**src/rtl/timer_dev.sv**
```systemverilog
// timer_dev: memory-mapped countdown timer for the CPU device window.
// Word map (addr = byte address bits [3:2]):
//   0 CTRL   {28'b0, IM, MODE[1:0], EN}
//   1 PRESET reload value, read/write
//   2 COUNT  current count, read-only
//   3 reserved, reads 0, writes ignored
// Supports one-shot (MODE 00, also 10/11) and auto-reload (MODE 01) modes.
// irq is the stored expiry flag gated by CTRL.IM.
module timer_dev (
    input  logic        clk,
    input  logic        reset,
    input  logic [1:0]  addr,
    input  logic        we,
    input  logic [31:0] wd,
    output logic [31:0] rd,
    output logic        irq
);

    typedef enum logic [1:0] {
        IDLE = 2'd0,
        LOAD = 2'd1,
        CNT  = 2'd2,
        INT  = 2'd3
    } state_t;

    localparam logic [1:0] ADDR_CTRL   = 2'd0;
    localparam logic [1:0] ADDR_PRESET = 2'd1;
    localparam logic [1:0] ADDR_COUNT  = 2'd2;

    state_t      state;
    logic [3:0]  ctrl;
    logic [31:0] preset;
    logic [31:0] count;
    logic        irq_flag;

    logic        ctrl_wr;
    logic        preset_wr;
    logic        en;
    logic        im;
    logic        auto_reload;

    assign ctrl_wr     = we && (addr == ADDR_CTRL);
    assign preset_wr   = we && (addr == ADDR_PRESET);
    assign en          = ctrl[0];
    assign im          = ctrl[3];
    // Only MODE 01 reloads; the undefined encodings 10/11 act as one-shot.
    assign auto_reload = (ctrl[2:1] == 2'b01);

    assign irq = irq_flag & im;

    // Register state and countdown FSM; bus writes are applied last so they win conflicts.
    always_ff @(posedge clk) begin
        if (reset) begin
            state    <= IDLE;
            ctrl     <= 4'd0;
            preset   <= 32'd0;
            count    <= 32'd0;
            irq_flag <= 1'b0;
        end else begin
            // NOTE: non-blocking assignments throughout, so every branch reads the
            // pre-edge register values no matter the statement order.
            if (preset_wr) begin
                preset <= wd;
            end

            // In auto-reload mode the flag is a single-cycle pulse.
            if (irq_flag && auto_reload) begin
                irq_flag <= 1'b0;
            end

            case (state)
                IDLE: begin
                    if (en) begin
                        state <= LOAD;
                    end
                end
                LOAD: begin
                    count <= preset;
                    state <= CNT;
                end
                CNT: begin
                    if (!en) begin
                        state <= IDLE;
                    end else if (count <= 32'd1) begin
                        // PRESET=0 lands here too: no wrap below zero.
                        count    <= 32'd0;
                        irq_flag <= 1'b1;
                        state    <= INT;
                    end else begin
                        count <= count - 32'd1;
                    end
                end
                INT: begin
                    if (!auto_reload) begin
                        ctrl[0] <= 1'b0;
                    end
                    state <= IDLE;
                end
                default: state <= IDLE;
            endcase

            // NOTE: the last non-blocking assignment to a register in a block wins,
            // which is how a CTRL write overrides both the EN clear and the flag set.
            if (ctrl_wr) begin
                ctrl     <= wd[3:0];
                irq_flag <= 1'b0;
            end
        end
    end

    // Combinational read mux; zero-latency view of the registers.
    always_comb begin
        // NOTE: default assignment first so no path leaves rd unassigned (no latch).
        rd = 32'd0;
        case (addr)
            ADDR_CTRL:   rd = {28'd0, ctrl};
            ADDR_PRESET: rd = preset;
            ADDR_COUNT:  rd = count;
            default:     rd = 32'd0;
        endcase
    end

endmodule

```
**config.mk**
```make
export PLATFORM = sky130hd
export DESIGN_NAME = timer_dev
export DESIGN_NICKNAME = d
export VERILOG_FILES = /design/src/rtl/timer_dev.sv
export SDC_FILE = /design/constraint.sdc
export NUM_CORES = 1
export LEC_CHECK = 0
export CAP_MARGIN = 20
export CORE_UTILIZATION = 30
export CTS_BUF_LIST = sky130_fd_sc_hd__clkbuf_4
export DETAILED_ROUTE_END_ITERATION = 10
export SYNTH_ARGS = -nofsm -noshare
export SYNTH_HDL_FRONTEND = slang
export SYNTH_SLANG_ARGS = --single-unit
```
**constraint.sdc**
```tcl
create_clock -name clk -period 2.7 [get_ports clk]
set_input_delay 0.54 -clock clk [delete_from_list [all_inputs] [get_ports clk]]
set_output_delay 0.54 -clock clk [all_outputs]
set_load 0.05 [all_outputs]
```
Yosys cells after proc, flatten, opt, wreduce, memory -nomap -nowiden
Index checks and enable logic that the tools add are counted.
- input port bits: 37
- output and inout bits: 33
- register bits: 71
- add/subtract/negate cells: 1
- reductions and logical operators: 11
- magnitude comparators: 1
- equality and inequality tests: 10
- mux-type cells: 15
- bitwise operators: 1
- operators by type and width (kind ; count):
    $pmux W32 S3 ; 1
    $mux W32 ; 2
    $pmux W32 S2 ; 1
    $le A32 B1 Y1 const B ; 1
    $sub A32 B1 Y32 const B ; 1
    $pmux W2 S4 ; 1
    $mux W1 ; 7
    $eq A2 B1 Y1 const B ; 3
    $eq A2 B2 Y1 const B ; 3
    $mux W2 ; 3
    $ne A2 B2 Y1 const B ; 3
    $reduce_and A2 Y1 ; 3
    $logic_not A2 Y1 ; 2
    $reduce_bool A2 Y1 ; 2
    $logic_and A1 B1 Y1 ; 3
    $ne A3 B3 Y1 const B ; 1
    $reduce_or A2 Y1 ; 1
    $and A1 B1 Y1 ; 1

Logic depth before layout (Yosys ltp)
- depth in word-level cells: 6
- depth in mapped cells: 8

Least setup slack after synthesis
No wires, ideal clock.
- kind: input port to output port
- from: input addr[1]
- to: output rd[10]
- arrival: 2.007 ns
- stages: 5
- path slack: 0.153 ns
- data required time: 2.160 ns
- path buffers: 3
- cells stage by stage: clkbuf_1 -> nor2b_1 -> clkbuf_1 -> buf_1 -> a22o_1
- word-level cells in the longest chain between the ends: 2
- elaborated cells between the ends (all ways): 4
- those cells by class: eq/ne: 2; mux: 1; reduce/logical: 1
- RTL lines (element ; line ; RTL):
    from (decl) ; 12 ; input logic [1:0] addr,
    $eq A2 B2 Y1 (tied with other cells) ; 115 ; case (addr)
    $pmux W32 S3 (*) ; 115 ;
    to (decl) ; 15 ; output logic [31:0] rd,
Mark *: on every way between the ends. The rest lies on a longest branch, timed or not.

Worst setup path after layout
- from: input addr[0]
- to: output rd[19]
Same word-level chain as after synthesis.

==> impl_metrics.py <==
metrics = {
    "synth": {
        "synth_edf_count": 0,
        "synth_largest_area_cell": "dfxtp_1",
        "synthSimpleGateAreaFrac": 0.252,
        "synth_async_sr_flop_share": 0,
        "synth_xor_area_frac": 0.00633,
        "syn-mean-instance-area_um2": 7.49,
        "muxShareOfSynthArea": 0.0193,
        "ys_types": 61,
        "synth_ff_type": "dfxtp_1",
        "synth_top_family_by_area": "compound AO/OA/AOI/OAI gates",
        "ys_seq_area_frac": 0.343,
        "syn_inst": 554,
        "yosysWarnings": 0,
        "synth_area_leaders": "dfxtp_1 (34%), nand2_1 (9.3%), a21oi_1 (7.0%)",
        "yosysTopAreaCellShare": 0.343,
        "synth_compound_gate_area_share": 0.317,
        "syn-cell-area_um2": 4150,
        "synth_adder_area_share": 0.00603,
        "ys_ff_latch": 71,
        "synth.net_count": 593,
    },
    "global_route": {
        "grt_max_degree": 51,
        "grt_antenna_before_repair": 1,
        "grt-ovfl-total": 0,
        "grt.total_usage": 0.199,
        "grt_pass1_wl_um": 22300,
        "grt_pass1_vias": 4329,
    },
    "clock_tree": {
        "ctsHoldBuffers": 0,
        "clock_path_buffers": 2,
        "cts.htree.levels": 3,
        "cts-resized-gates": 0,
        "clock-sinks": 71,
        "postCtsSetupBuffers": 0,
        "clk_pin_slew_worst_paths_ps": 130,
        "cts_tree": "built",
        "root_buffer": "clkbuf_4",
        "cts_inserted_buffers": 9,
        "insertion_delay_ps": 430,
    },
    "sta": {
        "drv_slew": 0,
        "period_share": 0.955,
        "worstMarginPinSlew_ps": 839,
        "rsz0062_at_grt": "no",
        "skew_ps": 22.2,
        "clock.fmax_mhz": 388,
        "min_period_ps": 2580,
        "hold_viol_final": 0,
        "slew_headroom": 0.441,
        "tns_ps": 0,
        "setup_viol": 0,
    },
    "job": {
        "timing.max_cap.violations": 0,
    },
    "floorplan": {
        "coreArea_um2": 13300,
        "dieWidth_um": 120,
        "num_rows": 42,
        "io_pins": 70,
        "die-area_um2": 14300,
        "die_y_um": 120,
        "start_util": 0.311,
    },
    "critical_path": {
        "crit_arrival_ps": 2040,
        "cp-startpoint": "addr[0]",
        "required_ps": 2160,
        "worstSetupPathType": "input port to output port",
        "r2r-end": "count[0]",
        "crit_chain": "clkdlybuf4s50_1 > nor2b_2 > buf_12 > a22o_1 > buf_12",
        "r2r_slack_ps": 280,
        "path_max_fanout": 34,
        "worst_path_largest_cell_delay_ps": 600,
        "cpMostUsedCell": "buf_12",
        "start_kind": "input port",
        "crit_end": "rd[19]",
        "slowest_stage": "clkdlybuf4s50_1",
        "reg2reg_depth": 5,
        "r2r-start": "count[23]",
        "end_kind": "output port",
    },
    "detailed_routing": {
        "drc": 0,
        "vias": 4520,
        "first_pass_iters": 5,
        "drt_iter0_drc": 270,
        "via_per_inst": 5.69,
        "post_drt_wl_per_cell_um": 17.9,
        "ant_nets": 0,
        "drt_wl_total_um": 14200,
    },
    "finish": {
        "multi_input_area_um2": 2490,
        "seq_area_um2": 1420,
        "nets": 652,
        "area_growth_pct": 35.2,
        "num-fill-cells": 1397,
        "drive_above_1_share": 0.159,
        "final_core_util": 0.420,
    },
    "placed_design": {
        "post-dp-hpwl_um": 10300,
        "place_congestion": 0.866,
        "numPortBuffers": 69,
    },
    "min_path": {
        "min_path_type": "flip-flop to flip-flop",
    },
    "power": {
        "ir_worst_vdd_mv": 0.166,
        "p_leak_nw": 2.05,
        "powerDensity_nw_per_um2": 436,
    },
    "run_status": {
        "status": "completed",
    },
}
## cells by family (layout without fill, tap and decap cells)
family,count (synthesis),in the layout
AO/OA/AOI/OAI,199,199
XOR/XNOR,3,3
adder cells (fa/ha/maj),2,2
buffers and inverters,58,122
flip-flops,71,71
multiplexers,8,8
other,0,1
AND/OR/NAND/NOR,213,213
## worst max-delay path, delay by kind of cell
family | cells | cell delay (ps)
buffers and inverters | 3 | 990
and+or+nand+nor | 1 | 240
AOI/OAI and AO/OA | 1 | 270
## synth_stat cells (3+ instances only)
master	number
or4_1	3
a211oi_1	21
nand3_1	6
a21oi_1	58
a22oi_1	4
mux2i_1	8
nor2b_1	5
a22o_1	27
or3_1	5
o21a_1	4
o31ai_1	7
inv_1	7
nand2b_1	4
nand2_1	103
o31a_1	3
nor2_1	37
o21ai_0	44
and2_1	4
nand4_1	7
a31oi_1	3
dfxtp_1	71
a221oi_1	5
buf_2	4
nor4_1	10
nor3_1	9
clkbuf_1	43
## flip-flops by register name, summed over array words and instances, names as in the netlist
name and flops:
count 32, ctrl 4, irq_flag 1, preset 32, state 2
## worst min-delay path by stage
stage / start / endpoint / slack (ps) / depth (start not counted)
finish: preset[30] / preset[30] / 490 / 2
global route: preset[11] / preset[11] / 500 / 2
floorplan: ctrl[0] / state[0] / 450 / 2
CTS: preset[11] / preset[11] / 480 / 2
global placement: preset[30] / preset[30] / 470 / 2
detailed placement: preset[11] / preset[11] / 460 / 2
## routing by layer
| metal | routed length (um) | global-route usage | vias to the layer above |
|---|---|---|---|
| met1 | 6220 | 0.264 | 2155 |
| met5 | 0 | 0 | - |
| li1 | - | - | 2147 |
| met4 | 229 | 0.0766 | 0 |
| met2 | 6690 | 0.320 | 199 |
| met3 | 1080 | 0.0361 | 19 |
## placed cells by master, fill, tap and decap left out, types with 3 or more instances in the layout
cell	n
o21ai_0	44
nor4_1	10
inv_1	7
buf_4	26
clkbuf_4	9
nand4_1	7
nor3_1	9
or4_1	3
a211oi_1	21
mux2i_1	8
nor2b_1	3
buf_12	36
a22o_1	27
o21a_1	4
nand2_1	103
o31a_1	3
nand2b_1	4
a22oi_1	4
nor2_1	37
a31oi_1	3
or3_1	5
nand3_1	6
a221oi_1	5
and2_1	4
a21oi_1	58
dfxtp_1	71
o31ai_1	7
clkdlybuf4s50_1	36
## power breakdown
group	internal [mW]	switching, mW
clock network	0.377	0.416
logic	0.231	0.308
registers	1.07	0.0391
## stage by stage
stage          cell area (um^2)  instances  hold slack (ps)  setup WS, ps  power, mW
2_1_floorplan              4150        554              445           153       1.44
3_3_place_gp               5440        778              467           173       1.66
3_5_place_dp               5440        778              465           130       1.67
4_1_cts                    5610        794              483           123       2.46
5_1_grt                    5610        795              502          31.3       2.55
6_report                   5610        795              486           120       2.45
## cell type report
type	instances	area share
well taps	176	0.0393
repair buffers	99	0.228
multi-input cells	425	0.445
clock buffers	9	0.0120
diodes	1	0.000446
clock inverters	7	0.0167
inverters	7	0.00469
flip-flops and latches	71	0.253
Power figures use the tool's default switching activity.
